--- src/rtl/sram2tlul_ost.sv ---
`default_nettype none
// ============================================================================
// Module   : sram2tlul_ost
// Brief    : SRAM-style request port to TL-UL host bridge with multiple
//            outstanding transactions and in-order completion release.
//            Optional define SRAM2TLUL_RSP_CHK_EN adds response opcode checking.
// Revision : 1.0 - initial release
// ============================================================================
module sram2tlul_ost #(
  parameter int unsigned SramAw      = 12,
  parameter int unsigned Outstanding = 4,
  parameter logic [31:0] TlBaseAddr  = 32'h0
) (
  input  logic              clk_i,
  input  logic              rst_i,
  input  logic              mem_req,
  output logic              mem_gnt,
  input  logic              mem_write,
  input  logic [SramAw-1:0] mem_addr,
  input  logic [3:0]        mem_wmask,
  input  logic [31:0]       mem_wdata,
  output logic              mem_rvalid,
  output logic [31:0]       mem_rdata,
  output logic [1:0]        mem_error,
  output logic              tl_a_valid,
  input  logic              tl_a_ready,
  output logic [2:0]        tl_a_opcode,
  output logic [31:0]       tl_a_address,
  output logic [7:0]        tl_a_source,
  output logic [3:0]        tl_a_mask,
  output logic [31:0]       tl_a_data,
  input  logic              tl_d_valid,
  output logic              tl_d_ready,
  input  logic [2:0]        tl_d_opcode,
  input  logic [7:0]        tl_d_source,
  input  logic [31:0]       tl_d_data,
  input  logic              tl_d_error
);

  localparam int unsigned c_SRC_W = (Outstanding > 1) ? $clog2(Outstanding) : 1;
  localparam int unsigned c_CNT_W = $clog2(Outstanding + 1);

  localparam logic [2:0] c_OP_GET       = 3'd4;
  localparam logic [2:0] c_OP_PUT_FULL  = 3'd0;
  localparam logic [2:0] c_OP_PUT_PART  = 3'd1;
  localparam logic [2:0] c_OP_ACK       = 3'd0;
  localparam logic [2:0] c_OP_ACK_DATA  = 3'd1;

  localparam logic [c_SRC_W-1:0] c_PTR_LAST = c_SRC_W'(Outstanding - 1);
  localparam logic [c_CNT_W-1:0] c_CNT_FULL = c_CNT_W'(Outstanding);

  logic [c_SRC_W-1:0]   r_wptr;
  logic [c_SRC_W-1:0]   r_rptr;
  logic [c_CNT_W-1:0]   r_count;
  logic [Outstanding-1:0] r_slot_vld;
  logic [Outstanding-1:0] r_slot_ret;
  logic [Outstanding-1:0] r_slot_wr;
  logic [Outstanding-1:0] r_slot_err;
  logic [31:0]          r_slot_data [Outstanding];
  logic                 r_d_ready;
  logic                 r_rvalid;
  logic [31:0]          r_rdata;
  logic                 r_err;

  logic                 w_full;
  logic                 w_a_valid;
  logic                 w_gnt;
  logic [c_SRC_W-1:0]   w_d_src;
  logic                 w_d_hit;
  logic                 w_d_wr;
  logic                 w_d_mis;
  logic                 w_d_err;
  logic [31:0]          w_d_data;
  logic                 w_head_byp;
  logic                 w_retire;
  logic [31:0]          w_ret_data;
  logic                 w_ret_err;
  logic [31:0]          w_addr_ext;

  function automatic logic [c_SRC_W-1:0] ptr_inc(input logic [c_SRC_W-1:0] p);
    return (p == c_PTR_LAST) ? '0 : p + c_SRC_W'(1);
  endfunction

  // A channel is a direct pass-through, gated by reset and the slot budget
  assign w_full     = (r_count == c_CNT_FULL);
  assign w_a_valid  = mem_req & ~w_full & ~rst_i;
  assign w_gnt      = w_a_valid & tl_a_ready;
  assign w_addr_ext = 32'({mem_addr, 2'b00});

  assign tl_a_valid   = w_a_valid;
  assign mem_gnt      = w_gnt;
  assign tl_a_address = TlBaseAddr | w_addr_ext;
  assign tl_a_source  = 8'(r_wptr);
  assign tl_a_mask    = mem_write ? mem_wmask : 4'hF;
  assign tl_a_data    = mem_wdata;
  assign tl_a_opcode  = !mem_write         ? c_OP_GET      :
                        (mem_wmask == 4'hF) ? c_OP_PUT_FULL : c_OP_PUT_PART;

  assign w_d_src = tl_d_source[c_SRC_W-1:0];
  assign w_d_hit = tl_d_valid & r_d_ready & ((tl_d_source >> c_SRC_W) == 8'd0) &
                   (w_d_src <= c_PTR_LAST) & r_slot_vld[w_d_src] & ~r_slot_ret[w_d_src];

  always_comb begin
    w_d_wr  = r_slot_wr[w_d_src];
    w_d_mis = 1'b0;
`ifdef SRAM2TLUL_RSP_CHK_EN
    w_d_mis = w_d_wr ? (tl_d_opcode != c_OP_ACK) : (tl_d_opcode != c_OP_ACK_DATA);
`endif
    w_d_err  = tl_d_error | w_d_mis;
    w_d_data = (w_d_wr | w_d_mis) ? 32'h0 : tl_d_data;
  end

`ifndef SRAM2TLUL_RSP_CHK_EN
  logic w_unused_opcode;
  assign w_unused_opcode = ^{tl_d_opcode, c_OP_ACK, c_OP_ACK_DATA};
`endif

  // A beat landing on the head slot is released at the same edge it is stored
  assign w_head_byp = w_d_hit & (w_d_src == r_rptr);
  assign w_retire   = r_slot_vld[r_rptr] & (r_slot_ret[r_rptr] | w_head_byp);
  assign w_ret_data = w_head_byp ? w_d_data : r_slot_data[r_rptr];
  assign w_ret_err  = w_head_byp ? w_d_err  : r_slot_err[r_rptr];

  always_ff @(posedge clk_i) begin
    if (rst_i) begin
      r_wptr     <= '0;
      r_rptr     <= '0;
      r_count    <= '0;
      r_slot_vld <= '0;
      r_slot_ret <= '0;
      r_slot_wr  <= '0;
      r_d_ready  <= 1'b0;
      r_rvalid   <= 1'b0;
      r_rdata    <= 32'h0;
      r_err      <= 1'b0;
    end else begin
      r_d_ready <= 1'b1;
      r_rvalid  <= w_retire;
      if (w_gnt) begin
        r_slot_vld[r_wptr] <= 1'b1;
        r_slot_ret[r_wptr] <= 1'b0;
        r_slot_wr[r_wptr]  <= mem_write;
        r_wptr             <= ptr_inc(r_wptr);
      end
      if (w_d_hit) begin
        r_slot_ret[w_d_src] <= 1'b1;
      end
      // Retire last so a bypassed head beat leaves its slot fully cleared
      if (w_retire) begin
        r_slot_vld[r_rptr] <= 1'b0;
        r_slot_ret[r_rptr] <= 1'b0;
        r_rptr             <= ptr_inc(r_rptr);
        r_rdata            <= w_ret_data;
        r_err              <= w_ret_err;
      end
      if (w_gnt && !w_retire) begin
        r_count <= r_count + c_CNT_W'(1);
      end else if (!w_gnt && w_retire) begin
        r_count <= r_count - c_CNT_W'(1);
      end
    end
  end

  // Payload storage is qualified by the slot flags and needs no reset
  always_ff @(posedge clk_i) begin
    if (w_d_hit) begin
      r_slot_data[w_d_src] <= w_d_data;
      r_slot_err[w_d_src]  <= w_d_err;
    end
  end

  assign tl_d_ready = r_d_ready;
  assign mem_rvalid = r_rvalid;
  assign mem_rdata  = r_rdata;
  assign mem_error  = {r_err, r_err};

endmodule
`default_nettype wire

--- config.mk ---
export PLATFORM = sky130hd
export DESIGN_NAME = sram2tlul_ost
export DESIGN_NICKNAME = d
export VERILOG_FILES = /design/src/rtl/sram2tlul_ost.sv
export SDC_FILE = /design/constraint.sdc
export NUM_CORES = 1
export LEC_CHECK = 0
export CORE_ASPECT_RATIO = 1.4
export CORE_MARGIN = 2
export CORE_UTILIZATION = 44
export CTS_CLUSTER_SIZE = 30
export DETAILED_ROUTE_END_ITERATION = 6
export GPL_ROUTABILITY_DRIVEN = 0
export HOLD_SLACK_MARGIN = 0.12
export PLACE_DENSITY_LB_ADDON = 0.15
export SETUP_SLACK_MARGIN = 0.3
export SYNTH_ARGS = -nofsm -noshare
export SYNTH_HDL_FRONTEND = slang
export SYNTH_SLANG_ARGS = --single-unit
--- constraint.sdc ---
create_clock -name clk_i -period 5.85 [get_ports clk_i]
set_input_delay 1.17 -clock clk_i [delete_from_list [all_inputs] [get_ports clk_i]]
set_output_delay 1.17 -clock clk_i [all_outputs]
set_load 0.1 [all_outputs]
==> Word-level counts from Yosys, hierarchy flattened <==
Memories as Yosys holds them, arrays and structs flattened. A register that Yosys moved wholly into a read port is not among the register bits.
Index checks and enable logic that the tools add are counted.
{ "totals": {"inputBits": 98, "ramBits": 128, "n_memories": 1, "output_inout_bits": 117, "register_bits": 26, "elab_cells": 97} }
{ "mem_list": {"columns": ["name", "words", "width", "read_ports", "rd_clocked_by_memory_dff", "wr", "line", "text"], "rows": [
  ["r_slot_data", 4, 32, 1, 1, 1, "59", "logic [31:0] r_slot_data [Outstanding];"]
]} }
{ "op_classes": {"add_sub_neg": 4, "n_eq_ne": 5, "reduce_logical": 9, "muxes": 40, "n_lt_le_gt_ge": 7, "bitwise_logic": 21} }
{ "ops": {"columns": ["op", "count"], "rows": [
  ["4-bit two-way mux", 9],
  ["32-bit two-way mux", 1],
  ["1-bit two-way mux", 14],
  ["4-bit AND", 3],
  ["1-bit binary-select mux with 2-bit select", 6],
  ["1-bit AND", 10],
  ["2-bit by 3-bit < comparator with 1-bit output (second input constant)", 3],
  ["3-bit two-way mux", 3],
  ["4-bit bitwise mux", 2],
  ["8-bit logical NOT", 1],
  ["4-bit NOT", 2],
  ["4-bit bitwise OR", 2],
  ["1-bit demux with 2-bit select", 3],
  ["2-bit by 1-bit >= comparator with 1-bit output (second input constant)", 3],
  ["1-bit logical AND", 5],
  ["2-bit by 1-bit adder with 2-bit output (second input constant)", 2],
  ["2-bit equality test (second input constant)", 2],
  ["4-bit equality test (second input constant)", 1],
  ["2-bit two-way mux", 2],
  ["3-bit by 1-bit adder with 3-bit output (second input constant)", 1],
  ["3-bit equality test (second input constant)", 1],
  ["1-bit NOT", 3],
  ["3-bit by 1-bit subtractor with 3-bit output (second input constant)", 1],
  ["2-bit equality test", 1],
  ["4 further kinds", 5]
]} }

==> Logic depth before layout (Yosys ltp) <==
Gate-level depths: netlist of run 1.
{ "logic_depth": {"ltp_word": 13, "mapped_depth": 13, "mapped_depth_nobuf": 11} }

==> Least setup slack after synthesis of run 1 <==
OpenSTA, ideal clock, no wires.
{ "synth_timing": {"path_type": "input-to-reg", "start": "in tl_d_source[5]", "end": "mem r_slot_data[3][0] (enable)", "setup_ns": 0.521, "path_stages": 3, "path_buffers": 0, "path_slack_ns": 0.034, "required_ns": 5.329, "arrival_time_ns": 5.295, "cell_sequence": "nor4_2 nand4_2 nor4b_1"} }
{ "synth_via": {"elab_chain_cells": 7} }
{ "synth_rtl": {"columns": ["element", "line", "text"], "rows": [
  ["start, declared", "35", "input logic [7:0] tl_d_source,"],
  ["8-bit logical NOT", "100", "assign w_d_hit = tl_d_valid & r_d_ready & ((tl_d_source >> c_SRC_W) == 8'd0) &"],
  ["1-bit AND (2 in series)", "100", null],
  ["1-bit AND (2 in series)", "101", "(w_d_src <= c_PTR_LAST) & r_slot_vld[w_d_src] & ~r_slot_ret[w_d_src];"],
  ["1-bit two-way mux", "166", "if (w_d_hit) begin"],
  ["1-bit two-way mux (implied by the code)", "167", "r_slot_data[w_d_src] <= w_d_data;"],
  ["end, declared", "59", null]
]} }
No other way between the ends.

==> Worst setup path after layout of run 1 <==
{ "layout_timing": {"start": "in mem_write", "end": "out tl_a_opcode[0]"} }
{ "layout_via": {"elab_chain_cells": 1} }
{ "layout_rtl": {"columns": ["element", "line", "text"], "rows": [
  ["start, declared", "18", "input logic mem_write,"],
  ["3-bit two-way mux", "96", "assign tl_a_opcode = !mem_write ? c_OP_GET :"],
  ["end, declared", "27", "output logic [2:0] tl_a_opcode,"]
]} }
No other way between the ends.

==> impl_metrics.toml, run 1 <==
[clocking]
htree_levels = 4
cts_hold_buf = 0
clk_pin_slew_ps = 70
numCtsBuffers = 17
cts_tree = "built"
clkLatencyLatePin_ps = 430
cts_setup_buffers = 0
max-clock-path-buffers = 2
root_buffer = "clkbuf_16"
cts_resized = 0
cts.sinks = 186

[grt]
grt_pass1_vias = 5011
grt_use_total_pct = 18.2
grt_pass1_wl_um = 27700
antenna_found_initial = 0
grt.overflow.total = 0
grt_max_degree = 56

[power_and_ir_drop]
switching_share_pct = 25.0
switchingPower_uw = 689
seq_power_share_pct = 51.3
combinationalPowerShare_pct = 7.6
p_leak_nw = 3.31
power_density_mw_per_mm2 = 287
clockPowerShare_pct = 41.2
ir_drop_mv = 0.172
p_int_mw = 2.07

[sta]
setup_viol = 0
period_needed_ps = 4420
final_max_slew_viol_count = 0
timing.setup.tns_ps = 0
worst_hold_slack_ps = 469
slew_headroom_pct = 31.8
fmax_mhz = 226
hold_viol = 0
finalCritPeriodShare_pct = 75.6
fin_skew_ps = 7.36
rsz0062_at_grt = "false"
tightest_slew_ps = 1020

[critical_path]
path_max_fanout = 9
arrival_ps = 3250
critPathKind = "input port to output pin"
endpoint_kind = "output pin"
critPathRequiredTime_ps = 4680
startpoint_type = "input port"

[synthesis]
synth_cell_types = 40
synth_area_mm2 = 0.00829
synth-simple-area-share_pct = 5.33
synth-seq-cells = 186
ys_top_cells_by_area = "edfxtp_1 48%, dfxtp_1 13%, mux4_2 9.5%"
ys_seq_area_share_pct = 60.8
synth_compound_area_share_pct = 7.92
yosys.area_share.adder_pct = 1.60
yosysWarnings = 0
synth-xor-area-share_pct = 0.422
yosysTopAreaCell = "edfxtp_1"
synth.mux.area_fraction_pct = 14.1
synth_area_per_cell_um2 = 14.6
async_flop_share_pct = 0
synth-edff-count = 132
synth_ff_type = "edfxtp_1"
synth_top_family_by_area = "multiplexers"
synth.top_cell.area_share_pct = 47.8
synthCells = 569

[cells_and_area]
nets = 723
n_antenna_cell = 0
syn2layout_area_growth_pct = 15.7
drive_above_1_share_pct = 15.3

[die]
io_pins = 215
die_w_um = 120
core_mm2 = 0.0185
rows = 59
initial_utilization_pct = 44.8
dieHeight_um = 166
die-area_mm2 = 0.0200

[detailed_routing]
routed_wl_um = 17600
detail_route.iter0.violations = 171
drc = 0
wire_per_inst_um = 20.2
dr.pass1.iters = 4
vias = 4695
drtAntennaViolNets = 0
via_per_inst = 5.38

[flow_run]
max_cap_viol_count = 0

[run_status]
status = "completed"

[hold_path]
hp-class = "flop to flop"

[placed_design]
portBuffers = 96
place_hpwl_um = 10200
-- metrics by stage --
step | power (mW) | setup slack, ps | util, % | std cells | area [um^2]
3_3_place_gp | 1.65 | 1450 | 48.6 | 840 | 9010
3_5_place_dp | 1.65 | 1410 | 48.6 | 840 | 9010
2_1_floorplan | 1.75 | 33.9 | - | 595 | 8390
6_report | 2.76 | 1430 | 51.8 | 872 | 9600
4_1_cts | 2.79 | 1400 | 51.8 | 872 | 9600
5_1_grt | 2.84 | 1330 | 51.8 | 872 | 9600
-- final timing paths --
path	endpoint	slack, ps	from	cells after the start
max	tl_a_opcode[0]	1430	mem_write	4
min	r_slot_wr[1]	470	r_slot_wr[1]	2
max reg2reg	r_count[2]	2350	r_rptr[0]	11
min reg2reg	r_slot_wr[1]	470	r_slot_wr[1]	2
-- cell usage after synthesis, drive strengths merged, types with 2 or more instances --
| cell type | instances |
|---|---|
| xnor2 | 2 |
| clkbuf | 14 |
| xor2 | 2 |
| a211oi | 43 |
| inv | 13 |
| nand2 | 9 |
| nor2 | 10 |
| mux2i | 37 |
| nand3 | 6 |
| buf | 93 |
| o21ai | 2 |
| dfxtp | 54 |
| ha | 9 |
| nand2b | 6 |
| nor3b | 2 |
| nor4b | 2 |
| mux4 | 35 |
| nor4 | 3 |
| a21oi | 49 |
| edfxtp | 132 |
| nor2b | 33 |
-- cell usage in the layout, fill, tap and decap left out, types with 17 or more instances in the layout --
| master | count |
|---|---|
| clkdlybuf4s50_1 | 94 |
| edfxtp_1 | 132 |
| clkbuf_16 | 17 |
| mux2i_1 | 37 |
| mux4_2 | 35 |
| a21oi_1 | 49 |
| dfxtp_1 | 52 |
| conb_1 | 27 |
| a211oi_1 | 42 |
| nor2b_1 | 33 |
-- power by group through the flow --
stage | logic (mW) | clock network (mW) | registers [mW]
after detailed placement | 0.209 | 0 | 1.44
after global routing | 0.219 | 1.21 | 1.41
final | 0.209 | 1.14 | 1.41
after global placement | 0.204 | 0 | 1.44
after CTS | 0.209 | 1.16 | 1.41
after floorplan | 0.299 | 0 | 1.45
-- worst max-delay path, cell delays in order --
cell             delay (ps)
clkdlybuf4s50_1         640
inv_1                   110
a41oi_1                 170
clkdlybuf4s50_1        1160
-- per-layer routing --
layer	global-route usage, %	routed length (um)	up-vias
li1	-	-	2138
met1	22.3	7460	2364
met2	30.7	8940	158
met3	4.32	828	35
met4	7.26	414	0
met5	0	0	-
-- kinds of logic (layout without fill, tap and decap cells) --
kind of cell / Yosys count / in the layout
muxes: 73 / 73
AOI/OAI and AO/OA: 100 / 100
other: 1 / 27
and+or+nand+nor: 75 / 75
DFF: 186 / 186
adders and majority gates: 10 / 10
xor gates and xnor gates: 4 / 4
buffers and inverters: 120 / 153
-- final cells by class --
cell class | instances | area, um^2
fill | 1583 | 8930
sequential | 186 | 5050
multi-input combinational | 289 | 2570
timing repair buffer | 108 | 1040
clock buffer | 17 | 425
tap | 244 | 305
clock inverter | 15 | 156
inverter | 13 | 48.8
-- sequential cells by signal (all words and copies together), names as in the netlist --
register / flops
mem_rvalid: 1
r_slot_data: 128
r_rptr: 2
r_slot_vld: 4
r_slot_wr: 4
r_slot_ret: 4
r_slot_err: 4
r_err: 1
mem_rdata: 32
r_wptr: 2
tl_d_ready: 1
r_count: 3
Note: power is estimated with default switching activity, not from simulation.
==> run 2, diff against run 1 <==
CORE_UTILIZATION = 49   (was 44)
clock period = 4.3 ns   (was 5.85 ns; I/O delays follow)
==> impl_metrics.toml, run 2 (synthesis results as in run 1) <==
[die]
initial_utilization_pct = 49.7
core_mm2 = 0.0167
die_w_um = 114
io_pins = 215
die-area_mm2 = 0.0180
dieHeight_um = 158
rows = 56

[critical_path]
cp_common_cell = "inv_1"
startpoint_type = "input port"
endpoint_kind = "flop"
path_max_fanout = 10
worst-path-buf-inv = 3
cp_cell_sequence = "clkdlybuf4s50_1 > nor3b_1 > a311oi_2 > o41a_2 > nor2_4 > inv_1 > ha_1 > inv_1 > fa_1 > xor2_1 > or3_1 > a21oi_1"
critPathKind = "input port to flop"
cp_slowest_cell = "clkdlybuf4s50_1"
cpLargestDelayFamily = "compound AO/OA/AOI/OAI gates"
max_stage_delay_ps = 770
arrival_ps = 3880
critPathRequiredTime_ps = 4650

[cells_and_area]
layout_common_cells = "132 x edfxtp_1, 87 x clkdlybuf4s50_1, 52 x dfxtp_1, 49 x a21oi_1, 42 x a211oi_1"
nets = 724
syn2layout_area_growth_pct = 15.1
n_antenna_cell = 0
top_register = "r_slot_data"
final_common_cell = "edfxtp_1"
largest_reg_flops = 128
drive_above_1_share_pct = 16.5
fill_cells = 1316

[clocking]
cts_resized = 0
cts.sinks = 186
cts_tree = "built"
clk_pin_slew_ps = 70
clkLatencyLatePin_ps = 420
root_buffer = "clkbuf_16"
htree_levels = 4
cts_hold_buf = 0
numCtsBuffers = 17
max-clock-path-buffers = 2
cts_setup_buffers = 0

[grt]
antenna_found_initial = 0
grt.overflow.total = 0
grt_use_total_pct = 19.2
grt_pass1_wl_um = 26100
grt_pass1_vias = 4794
grt_max_degree = 56

[detailed_routing]
dr.pass1.iters = 4
routed_wl_um = 17100
drtAntennaViolNets = 0
via_per_inst = 5.66
wire_per_inst_um = 20.5
drc = 0
vias = 4709
detail_route.iter0.violations = 229

[sta]
tightest_slew_ps = 1000
final_max_slew_viol_count = 0
setup_viol = 0
finalCritPeriodShare_pct = 82.2
period_needed_ps = 3530
fmax_mhz = 283
hold_viol = 0
worst_hold_slack_ps = 460
slew_headroom_pct = 33.2
rsz0062_at_grt = "false"
fin_skew_ps = 13.7

[power_and_ir_drop]
finalPower_mw = 3.74
ir_drop_mv = 0.257
p_leak_nw = 3.33
power_density_mw_per_mm2 = 392

[placed_design]
place_hpwl_um = 9840
portBuffers = 96

[hold_path]
hp-class = "flop to flop"

[flow_run]
max_cap_viol_count = 0

[run_status]
status = "completed"
run 2: worst min-delay path, cell delays in order, from the launching register on:
cell and delay [ps]:
dfxtp_1 310, nand2_1 50, a21oi_1 50
run 2: layout make-up:
class	count	area [um^2]	area share (%)
Clock inverter	15	159	1.66
Sequential cell	186	5050	52.9
Inverter	13	48.8	0.511
Timing Repair Buffer	109	1050	11.0
Multi-Input combinational cell	289	2570	26.9
Clock buffer	17	425	4.45
Tap cell	203	254	2.66
run 2: power by group:
part           total [mW]  switching, mW  internal [mW]  leakage, nW
logic               0.282          0.211         0.0707         1.42
clock network        1.54          0.716          0.823        0.287
registers            1.92        0.00435           1.92         1.62
run 2: through the flow:
step | TNS [ps] | area (um^2) | std cells | setup slack (ps) | utilization [%]
finish | 0 | 9550 | 832 | 767 | 57.3
global route | 0 | 9550 | 832 | 576 | 57.3
CTS | 0 | 9550 | 832 | 760 | 57.3
detailed placement | 0 | 8960 | 800 | 328 | 53.8
global placement | 0 | 8960 | 800 | 416 | 53.8
floorplan | -144140 | 8390 | 595 | -1210 | -
run 2: path summary, 6_finish.rpt:
path	startpoint	depth (start not counted)	endpoint	slack, ps
worst max-delay path	tl_d_source[0]	12	r_count[2]	770
worst min-delay path	r_slot_wr[3]	2	r_slot_wr[3]	460
worst max register to register	r_rptr[1]	11	r_count[2]	1400
worst min register to register	r_slot_wr[3]	2	r_slot_wr[3]	460
run 2: metal layers:
layer / global-route usage [%] / wire [um]
met1: 23.5 / 7120
met2: 33.8 / 8910
met3: 3.91 / 781
met4: 6.91 / 286
met5: 0 / 0
